`src/rtl/return_stack.sv`:
```
// Hardware call/return address stack beside the PC: push saves pc_in+1,
// pop issues a registered one-cycle PC load carrying the saved address.
module return_stack #(
  parameter int WIDTH = 16,
  parameter int DEPTH = 8
) (
  input  logic                       clk,
  input  logic                       reset,
  input  logic                       push,
  input  logic                       pop,
  input  logic [WIDTH-1:0]           pc_in,
  output logic [WIDTH-1:0]           target_out,
  output logic                       load_out,
  output logic [WIDTH-1:0]           top,
  output logic [$clog2(DEPTH+1)-1:0] count,
  output logic                       empty,
  output logic                       full,
  output logic                       overflow,
  output logic                       underflow
);

  localparam int CW = $clog2(DEPTH + 1);
  localparam int IW = $clog2(DEPTH);
  localparam logic [CW-1:0] DEPTH_C = CW'(DEPTH);

  logic [WIDTH-1:0] mem [DEPTH];
  logic [WIDTH-1:0] ret_addr;
  logic [IW-1:0]    top_idx;
  logic [IW-1:0]    wr_idx;
  logic             do_push;
  logic             do_pop;
  logic             do_swap;
  logic             push_drop;
  logic             pop_under;

  always_comb begin
    ret_addr  = pc_in + WIDTH'(1);
    empty     = (count == '0);
    full      = (count == DEPTH_C);
    top_idx   = IW'(count - CW'(1));
    top       = empty ? '0 : mem[top_idx];

    // Push+pop on a non-empty stack replaces the top in place; on an empty
    // stack the pop underflows and the push still goes ahead.
    do_swap   = push && pop && !empty;
    do_push   = (push && !pop && !full) || (push && pop && empty);
    do_pop    = pop && !push && !empty;
    push_drop = push && !pop && full;
    pop_under = pop && empty;
    wr_idx    = do_swap ? top_idx : IW'(count);
  end

  // NOTE: storage has no reset; count alone decides validity, so stale
  // entries are never observed and the array can map onto plain RAM/flops.
  always_ff @(posedge clk) begin
    if (do_push || do_swap) begin
      mem[wr_idx] <= ret_addr;
    end
  end

  // NOTE: non-blocking assignments here so every register samples the
  // pre-edge count/top, which is what the swap path relies on.
  always_ff @(posedge clk or posedge reset) begin
    if (reset) begin
      count      <= '0;
      target_out <= '0;
      load_out   <= 1'b0;
      overflow   <= 1'b0;
      underflow  <= 1'b0;
    end else begin
      load_out <= 1'b0;
      if (do_push) begin
        count <= count + CW'(1);
      end else if (do_pop) begin
        count <= count - CW'(1);
      end
      if (do_pop || do_swap) begin
        target_out <= top;
        load_out   <= 1'b1;
      end
      if (push_drop) begin
        overflow <= 1'b1;
      end
      if (pop_under) begin
        underflow <= 1'b1;
      end
    end
  end

endmodule

```
`config.mk`:
```
export PLATFORM = sky130hd
export DESIGN_NAME = return_stack
export DESIGN_NICKNAME = d
export VERILOG_FILES = /design/src/rtl/return_stack.sv
export SDC_FILE = /design/constraint.sdc
export NUM_CORES = 1
export LEC_CHECK = 0
export ABC_CLOCK_PERIOD_IN_PS = 7600
export BUFFER_PORTS_ARGS = -buffer_cell sky130_fd_sc_hd__buf_2
export CAP_MARGIN = 15
export CORE_MARGIN = 4
export CORE_UTILIZATION = 63
export DETAILED_ROUTE_END_ITERATION = 10
export PLACE_DENSITY = 0.93
export SLEW_MARGIN = 40
export SYNTH_ARGS = -nofsm -noshare
export SYNTH_HDL_FRONTEND = slang
export SYNTH_SLANG_ARGS = --single-unit
```
`constraint.sdc`:
```
create_clock -name clk -period 7.6 [get_ports clk]
set_clock_uncertainty 0.1 [all_clocks]
set_input_delay 0.38 -clock clk [delete_from_list [all_inputs] [get_ports clk]]
set_output_delay 0.38 -clock clk [all_outputs]
set_load 0.03 [all_outputs]
```
== Word-level counts from Yosys, hierarchy flattened ==
Memories as Yosys holds them, arrays and structs flattened.
Cells that the tools add are included.
Widths: inputs -> output; s select.

* Bits in registers: 23
* Logic and storage cells: 35
* Memories: 1
* RAM bits: 128
* Input bits: 20

* Reduce and logical (&&, ||, !) cells: 18
* Muxes and demuxes: 7
* Eq/ne operators: 1
* $add $sub $neg: 3

{| class="wikitable"
|+ Memories
! memory !! depth !! bits a word !! read ports !! clocked after Yosys merged registers in !! write ports !! line !! source
|-
| mem || 8 || 16 || 1 || 0 || 1 || 26 || <nowiki>logic [WIDTH-1:0] mem [DEPTH];</nowiki>
|}

{| class="wikitable"
|+ Operators with widths
! cell !! number
|-
| $add 16x1->16 const B || 1
|-
| $mux 16 || 1
|-
| $logic_and 1x1->1 || 9
|-
| $mux 4 || 2
|-
| $add 4x1->4 const B || 1
|-
| $eq 4x4->1 const B || 1
|-
| $logic_not 1->1 || 4
|-
| $logic_not 4->1 || 1
|-
| $sub 4x1->4 const B || 1
|-
| $logic_or 1x1->1 || 3
|-
| $mux 1 || 3
|-
| $mux 3 || 1
|-
| $reduce_bool 2->1 || 1
|}

== Longest topological paths before layout ==
Gate-level depths: netlist of the first run.

* Depth in word-level cells: 7
* Gate-level depth with buffers: 10

== Worst setup path after synthesis of the first run ==
Ideal clock, no wire load.

* Kind: reg2reg
* Start: reg count[0]
* End: mem mem[2][0], enable pin
* Cell stages (with the launch flop): 10
* Data arrival time: 3.130 ns
* Slack: 3.961 ns
* Period minus slack after synthesis: 3.639 ns
* Cell sequence: dfrtp_1 -> inv_1 -> clkbuf_1 -> ha_1 -> or3b_1 -> buf_6 -> nand2_8 -> inv_4 -> a31o_1 -> nor3_1

* Longest elaborated chain between the ends: 7

{| class="wikitable"
|+ Ends and longest elaborated chain
! what !! line !! source
|-
| start: declaration || 15 || <nowiki>output logic [$clog2(DEPTH+1)-1:0] count,</nowiki>
|-
| start signal: assignment || 73 || <nowiki>count <= count + CW'(1);</nowiki>
|-
| start signal: assignment || 75 || <nowiki>count <= count - CW'(1);</nowiki>
|-
| $eq 4x4->1 || 39 || <nowiki>full = (count == DEPTH_C);</nowiki>
|-
| $logic_not 1->1 || 46 || <nowiki>do_push = (push && !pop && !full) || (push && pop && empty);</nowiki>
|-
| $logic_and 1x1->1 || 46 ||
|-
| $logic_or 1x1->1 || 46 ||
|-
| $logic_or 1x1->1 || 56 || <nowiki>if (do_push || do_swap) begin</nowiki>
|-
| $mux 1 || 56 ||
|-
| $mux 1 (not written as such) || 57 || <nowiki>mem[wr_idx] <= ret_addr;</nowiki>
|-
| end: declaration || 26 ||
|}

Several ways; a longest one is shown, not always the timed one.

== Final worst setup path of the first run ==
* Start: reg count[0]
* End: mem mem[0][9], enable pin

The elaborated chain is that of the path after synthesis.

==> results.py, run 1 <==
metrics = {
    "cts": {
        "cts.path.max_buffers": 2,
        "worstSkewPairLatency_ns": 0.53,
        "cts_buffers": 17,
        "ctsResizeCount": 0,
        "tritoncts": "built",
        "htreeDepth": 4,
        "root_buffer": "clkbuf_8",
        "cts_sinks": 151,
        "path_clk_slew_ns": 0.06,
    },
    "floorplanning": {
        "die_w_um": 110,
        "die_h_um": 110,
        "die_area_sq_um": 12000,
        "core-area_sq_um": 9910,
        "io_pins": 61,
        "start_util": 0.656,
        "rows": 36,
    },
    "sta": {
        "finalCritPeriodShare": 0.594,
        "hold_viol": 0,
        "rsz0062_at_grt": "false",
        "post-route-min-period_ns": 4.52,
        "finalSetupViolCount": 0,
        "slew_headroom": 0.452,
        "max_freq_ghz": 0.221,
        "finalMaxSlewViolations": 0,
        "setup_tns_ns": 0,
        "tightest_slew_ns": 0.817,
    },
    "final_layout": {
        "diodes": 0,
        "syn2layout_area_growth_pct": 16.5,
        "finalNetCount": 558,
        "drive_gt1_frac": 0.214,
    },
    "route": {
        "wl_per_cell_um": 23.0,
        "vias": 4410,
        "met2_length_um": 7690,
        "drc_errors": 0,
        "drtIter0Drc": 824,
        "first_pass_iters": 6,
        "dr.max_layer_used": "met4",
        "via_per_inst": 6.48,
        "wl_met3_um": 1810,
        "ant_nets": 0,
        "routed_wl_um": 15700,
        "wl_met1_um": 5710,
    },
    "setup_path": {
        "ff2ff_path_depth": 7,
        "cp_top_family": "simple AND/OR/NAND/NOR gates",
        "path_cells": "inv_2 -> ha_4 -> or3b_1 -> clkinv_1 -> nor3_1 -> o21ai_1 -> nor3_4",
        "critPathRequiredTime_ns": 7.65,
        "path_buf_inv": 2,
        "crit_path_max_incr_delay_ns": 0.85,
        "crit_path_end_kind": "register",
        "crit_fanout": 40,
        "worstSetupPathType": "reg -> reg",
        "startpoint_type": "register",
        "r2r-end": "mem[0][9]",
        "cp_slowest_cell": "dfrtp_2",
        "rrSetupSlack_ns": 3.08,
        "reg2reg_from": "count[0]",
        "worstPathArrival_ns": 4.57,
    },
    "synth": {
        "yosys-top-cells-area": "edfxtp_1 59%, mux2i_1 10%, dfrtp_1 8.9%",
        "synth_edf_count": 128,
        "yosys_warnings": 0,
        "syn_area_per_cell_sq_um": 13.6,
        "post-synth-top-area-fraction": 0.592,
        "ys_async_sr_fraction": 0.152,
        "ys.flop_type": "edfxtp_1",
        "synth_seq_area_share": 0.680,
        "synth_largest_area_cell": "edfxtp_1",
        "syn_area_sq_um": 6500,
        "synth_cell_types": 40,
        "yosys-top-cells-count": "128 x edfxtp_1, 72 x nand3_1, 65 x mux2i_1",
        "syn_inst": 477,
        "ys_seq_elements": 151,
        "synth_nets": 500,
        "post-synth-top-count-cell": "edfxtp_1",
    },
    "placement": {
        "gp_congestion": 0.830,
        "dp_hpwl_um": 9340,
        "io_buffers": 60,
    },
    "hold_path": {
        "hold_path_depth": 2,
        "hold_path_startpoint": "pop",
        "hold_path.class": "in -> reg",
        "hold_end": "underflow",
    },
    "grt": {
        "grt_pass1_wl_um": 24300,
        "antenna_found_initial": 0,
        "grt.total_usage": 0.276,
        "first_global_vias": 4410,
        "grt_max_degree": 41,
        "grt-ovfl-total": 0,
    },
    "job": {
        "maxCapViolations": 0,
    },
    "outcome": {
        "status": "finished, final reports clean",
    },
}
==> logic make-up after synthesis <==
group	after synthesis	share of synthesized area
xor+xnor	19	0.0256
fa+ha+maj	3	0.00578
compound gates	33	0.0312
buf+inv	45	0.0314
flops	151	0.680
mux	66	0.102
simple gates	160	0.124
==> worst max-delay path by stage <==
stage	from	to	slack (ns)	cells after the start
floorplan	count[0]	mem[2][0]	3.96	9
global placement	count[0]	mem[6][14]	2.53	7
detailed placement	count[0]	mem[6][3]	3.29	7
CTS	count[0]	mem[6][14]	3.09	7
global route	count[0]	mem[0][5]	2.89	7
finish	count[0]	mem[0][9]	3.08	7
==> stage by stage <==
step	setup slack, ns	cell area (sq um)	hold slack, ns	instances	utilization
3_5_place_dp	3.29	6970	0.355	645	0.703
6_report	3.08	7570	0.175	681	0.764
4_1_cts	3.09	7520	0.151	678	0.759
5_1_grt	2.89	7570	0.180	681	0.764
3_3_place_gp	2.53	6900	0.353	643	0.696
2_1_floorplan	3.96	6500	0.282	477	-
==> state kept, by name, summed over array words and instances, names as in the netlist <==
register	count
load_out	1
target_out	16
underflow	1
overflow	1
count	4
mem	128
==> cell usage in the layout, fill, tap and decap left out, drive strengths merged, types with 3 or more instances in the layout <==
| cell | n |
|---|---|
| buf | 71 |
| clkbuf | 18 |
| clkinv | 7 |
| clkinvlp | 4 |
| dfrtp | 23 |
| edfxtp | 128 |
| ha | 3 |
| inv | 14 |
| mux2i | 65 |
| nand2 | 22 |
| nand3 | 72 |
| nand4 | 22 |
| nor2 | 27 |
| nor2b | 3 |
| nor3 | 7 |
| o21ai | 20 |
| xnor2 | 13 |
| xor2 | 6 |
==> area by class of cell <==
cell class              count  area [sq um]
multi-input cells         281          1960
well taps                 133           166
clock buffers              18           418
clock inverters            14           126
inverters                  12          47.5
flip-flops and latches    151          4420
fillers                   538          2340
repair buffers             72           433
==> worst reg2reg max path, cell delays in order, from the launching register on <==
cell and delay (ns):
dfrtp_2 0.85, inv_2 0.51, ha_4 0.38, or3b_1 0.35, clkinv_1 0.50, nor3_1 0.40, o21ai_1 0.34, nor3_4 0.71
==> repair_timing <==
action                                 CTS  global route
hold buffers                             1             0
setup buffers                            0             0
endpoints found under the hold margin   23             0
==> per-layer routing <==
metal / vias up / track usage
met5: - / 0
met4: 0 / 0.0873
met3: 58 / 0.0740
met2: 333 / 0.452
met1: 2115 / 0.362
li1: 1904 / -
Power of run 1 is left out: the tool's default activity adds up to more than one toggle a clock period on the data nets, which glitch-free logic cannot reach.
==> run 2: changes to the inputs <==
--- a/config.mk
+++ b/config.mk
@@ -5,13 +5,13 @@
 export SDC_FILE = /design/constraint.sdc
 export NUM_CORES = 1
 export LEC_CHECK = 0
-export ABC_CLOCK_PERIOD_IN_PS = 7600
+export ABC_CLOCK_PERIOD_IN_PS = 3800
 export BUFFER_PORTS_ARGS = -buffer_cell sky130_fd_sc_hd__buf_2
 export CAP_MARGIN = 15
 export CORE_MARGIN = 4
-export CORE_UTILIZATION = 63
+export CORE_UTILIZATION = 53
 export DETAILED_ROUTE_END_ITERATION = 10
-export PLACE_DENSITY = 0.93
+export PLACE_DENSITY = 0.84
 export SLEW_MARGIN = 40
 export SYNTH_ARGS = -nofsm -noshare
 export SYNTH_HDL_FRONTEND = slang
==> constraint.sdc (replaced) <==
create_clock -name clk -period 3.8 [get_ports clk]
set_clock_uncertainty 0.1 [all_clocks]
set_input_delay 0.19 -clock clk [delete_from_list [all_inputs] [get_ports clk]]
set_output_delay 0.19 -clock clk [all_outputs]
set_load 0.03 [all_outputs]
==> results.py, run 2 (same netlist as run 1, synthesis figures left out) <==
metrics = {
    "final_layout": {
        "finalNetCount": 562,
        "multi_input_area_sq_um": 1940,
        "fin_cells": 697,
        "fillCellCount": 867,
        "diodes": 0,
        "drive_gt1_frac": 0.213,
        "layout_commonest_cell": "edfxtp_1",
        "seq_area_sq_um": 4420,
        "layout_common_cells": "128 x edfxtp_1, 72 x nand3_1, 65 x mux2i_1",
        "syn2layout_area_growth_pct": 16.0,
        "reg_top3": "mem: 128 flops, target_out: 16 flops, count: 4 flops",
        "largest_reg_flops": 128,
        "regMostFlops": "mem",
    },
    "setup_path": {
        "crit_path_end_kind": "primary output",
        "rrSetupSlack_ns": 0.79,
        "reg2reg_from": "count[1]",
        "worstSetupPathType": "reg -> out",
        "startpoint_type": "register",
        "r2r-end": "mem[4][7]",
        "crit_fanout": 34,
        "ff2ff_path_depth": 8,
        "worstPathArrival_ns": 2.82,
        "critPathRequiredTime_ns": 3.51,
    },
    "placement": {
        "gp_congestion": 0.802,
        "place_inst": 665,
        "io_buffers": 60,
        "dp_hpwl_um": 9440,
        "dp_worst_setup_slack_ns": 0.833,
    },
    "sta": {
        "max_freq_ghz": 0.321,
        "slew_headroom": 0.446,
        "finalSetupViolCount": 0,
        "rsz0062_at_grt": "false",
        "tightest_slew_ns": 0.826,
        "setup_ws_ns": 0.686,
        "hold_viol": 0,
        "finalCritPeriodShare": 0.820,
        "post-route-min-period_ns": 3.11,
        "setup_tns_ns": 0,
        "finalMaxSlewViolations": 0,
    },
    "grt": {
        "grt_use_met3": 0.0517,
        "grt_use_met2": 0.309,
        "grt_pass1_wl_um": 21800,
        "first_global_vias": 3904,
        "use_met1": 0.290,
        "grt.total_usage": 0.203,
        "busiest_layer": "met2",
        "grt_max_degree": 54,
        "antenna_found_initial": 0,
        "grt-ovfl-total": 0,
    },
    "outcome": {
        "status": "finished, final reports clean",
    },
    "route": {
        "drtIter0Drc": 486,
        "drc_errors": 0,
        "ant_nets": 0,
        "first_pass_iters": 5,
        "vias": 4199,
        "routed_wl_um": 14200,
        "wl_per_cell_um": 20.4,
        "via_per_inst": 6.02,
    },
    "cts": {
        "root_buffer": "clkbuf_16",
        "tritoncts": "built",
        "ctsResizeCount": 0,
        "worstSkewPairLatency_ns": 0.41,
        "htreeDepth": 4,
        "cts_buffers": 17,
        "cts_sinks": 151,
        "cts.path.max_buffers": 2,
        "path_clk_slew_ns": 0.06,
        "postCtsSetupRepairBufs": 0,
    },
    "floorplanning": {
        "die_area_sq_um": 14100,
        "start_util": 0.541,
        "die_w_um": 119,
        "core-area_sq_um": 12000,
        "rows": 40,
        "io_pins": 61,
        "die_h_um": 119,
    },
    "hold_path": {
        "hold_end": "overflow",
        "hold_path_startpoint": "push",
        "hold_path.class": "in -> reg",
        "hold_path_depth": 2,
    },
    "job": {
        "maxCapViolations": 0,
    },
}
run 2: changes by cell type in the layout (fill, tap and decap cells not counted), moves of 2 or more:
cell / change
buf_4: +8
nor3_2: +4
nor3_4: -4
buf_6: -2
inv_6: -2
run 2: repair_timing:
action,4_1_cts,5_1_grt
hold endpoints to repair,23,0
endpoints found under the setup margin,0,0
hold buffers,1,0
run 2: layout make-up:
class | count | area share
inverter | 12 | 0.00631
clock buffer | 18 | 0.0570
clock inverter | 12 | 0.0111
sequential | 151 | 0.587
tap | 147 | 0.0244
multi-input combinational | 281 | 0.257
timing repair buffer | 76 | 0.0578
run 2: worst max-delay path by stage:
stage / start / end / cells past startpoint
floorplan: count[0] / mem[2][0] / 9
global placement: count[1] / mem[4][9] / 8
detailed placement: count[1] / mem[4][6] / 8
CTS: count[1] / top[12] / 8
global route: count[1] / top[12] / 9
finish: count[1] / top[12] / 9
run 2: worst max-delay path, stage by stage (launching register included):
cell and delay [ns]:
dfrtp_1 0.44, inv_1 0.11, ha_4 0.49, buf_12 0.30
buf_4 0.25, mux2i_1 0.21, nand3_1 0.13, nand4_1 0.20
nor2_1 0.05, buf_2 0.19
run 2: stage by stage:
| stage | hold WS (ns) | util | cell area, sq um |
|---|---|---|---|
| floorplan | 0.0919 | - | 6500 |
| global placement | 0.280 | 0.581 | 6980 |
| detailed placement | 0.293 | 0.581 | 6980 |
| CTS | 0.0736 | 0.624 | 7500 |
| global route | 0.0879 | 0.627 | 7530 |
| finish | 0.0819 | 0.627 | 7530 |
run 2: metal layers:
layer / wire (um) / vias up / part of all wire
li1: - / 1918 / -
met2: 6700 / 239 / 0.47
met1: 6000 / 2031 / 0.42
met5: 0 / - / 0
met4: 145 / 0 / 0.010
met3: 1380 / 11 / 0.097
Power of run 2 is left out for the same reason.
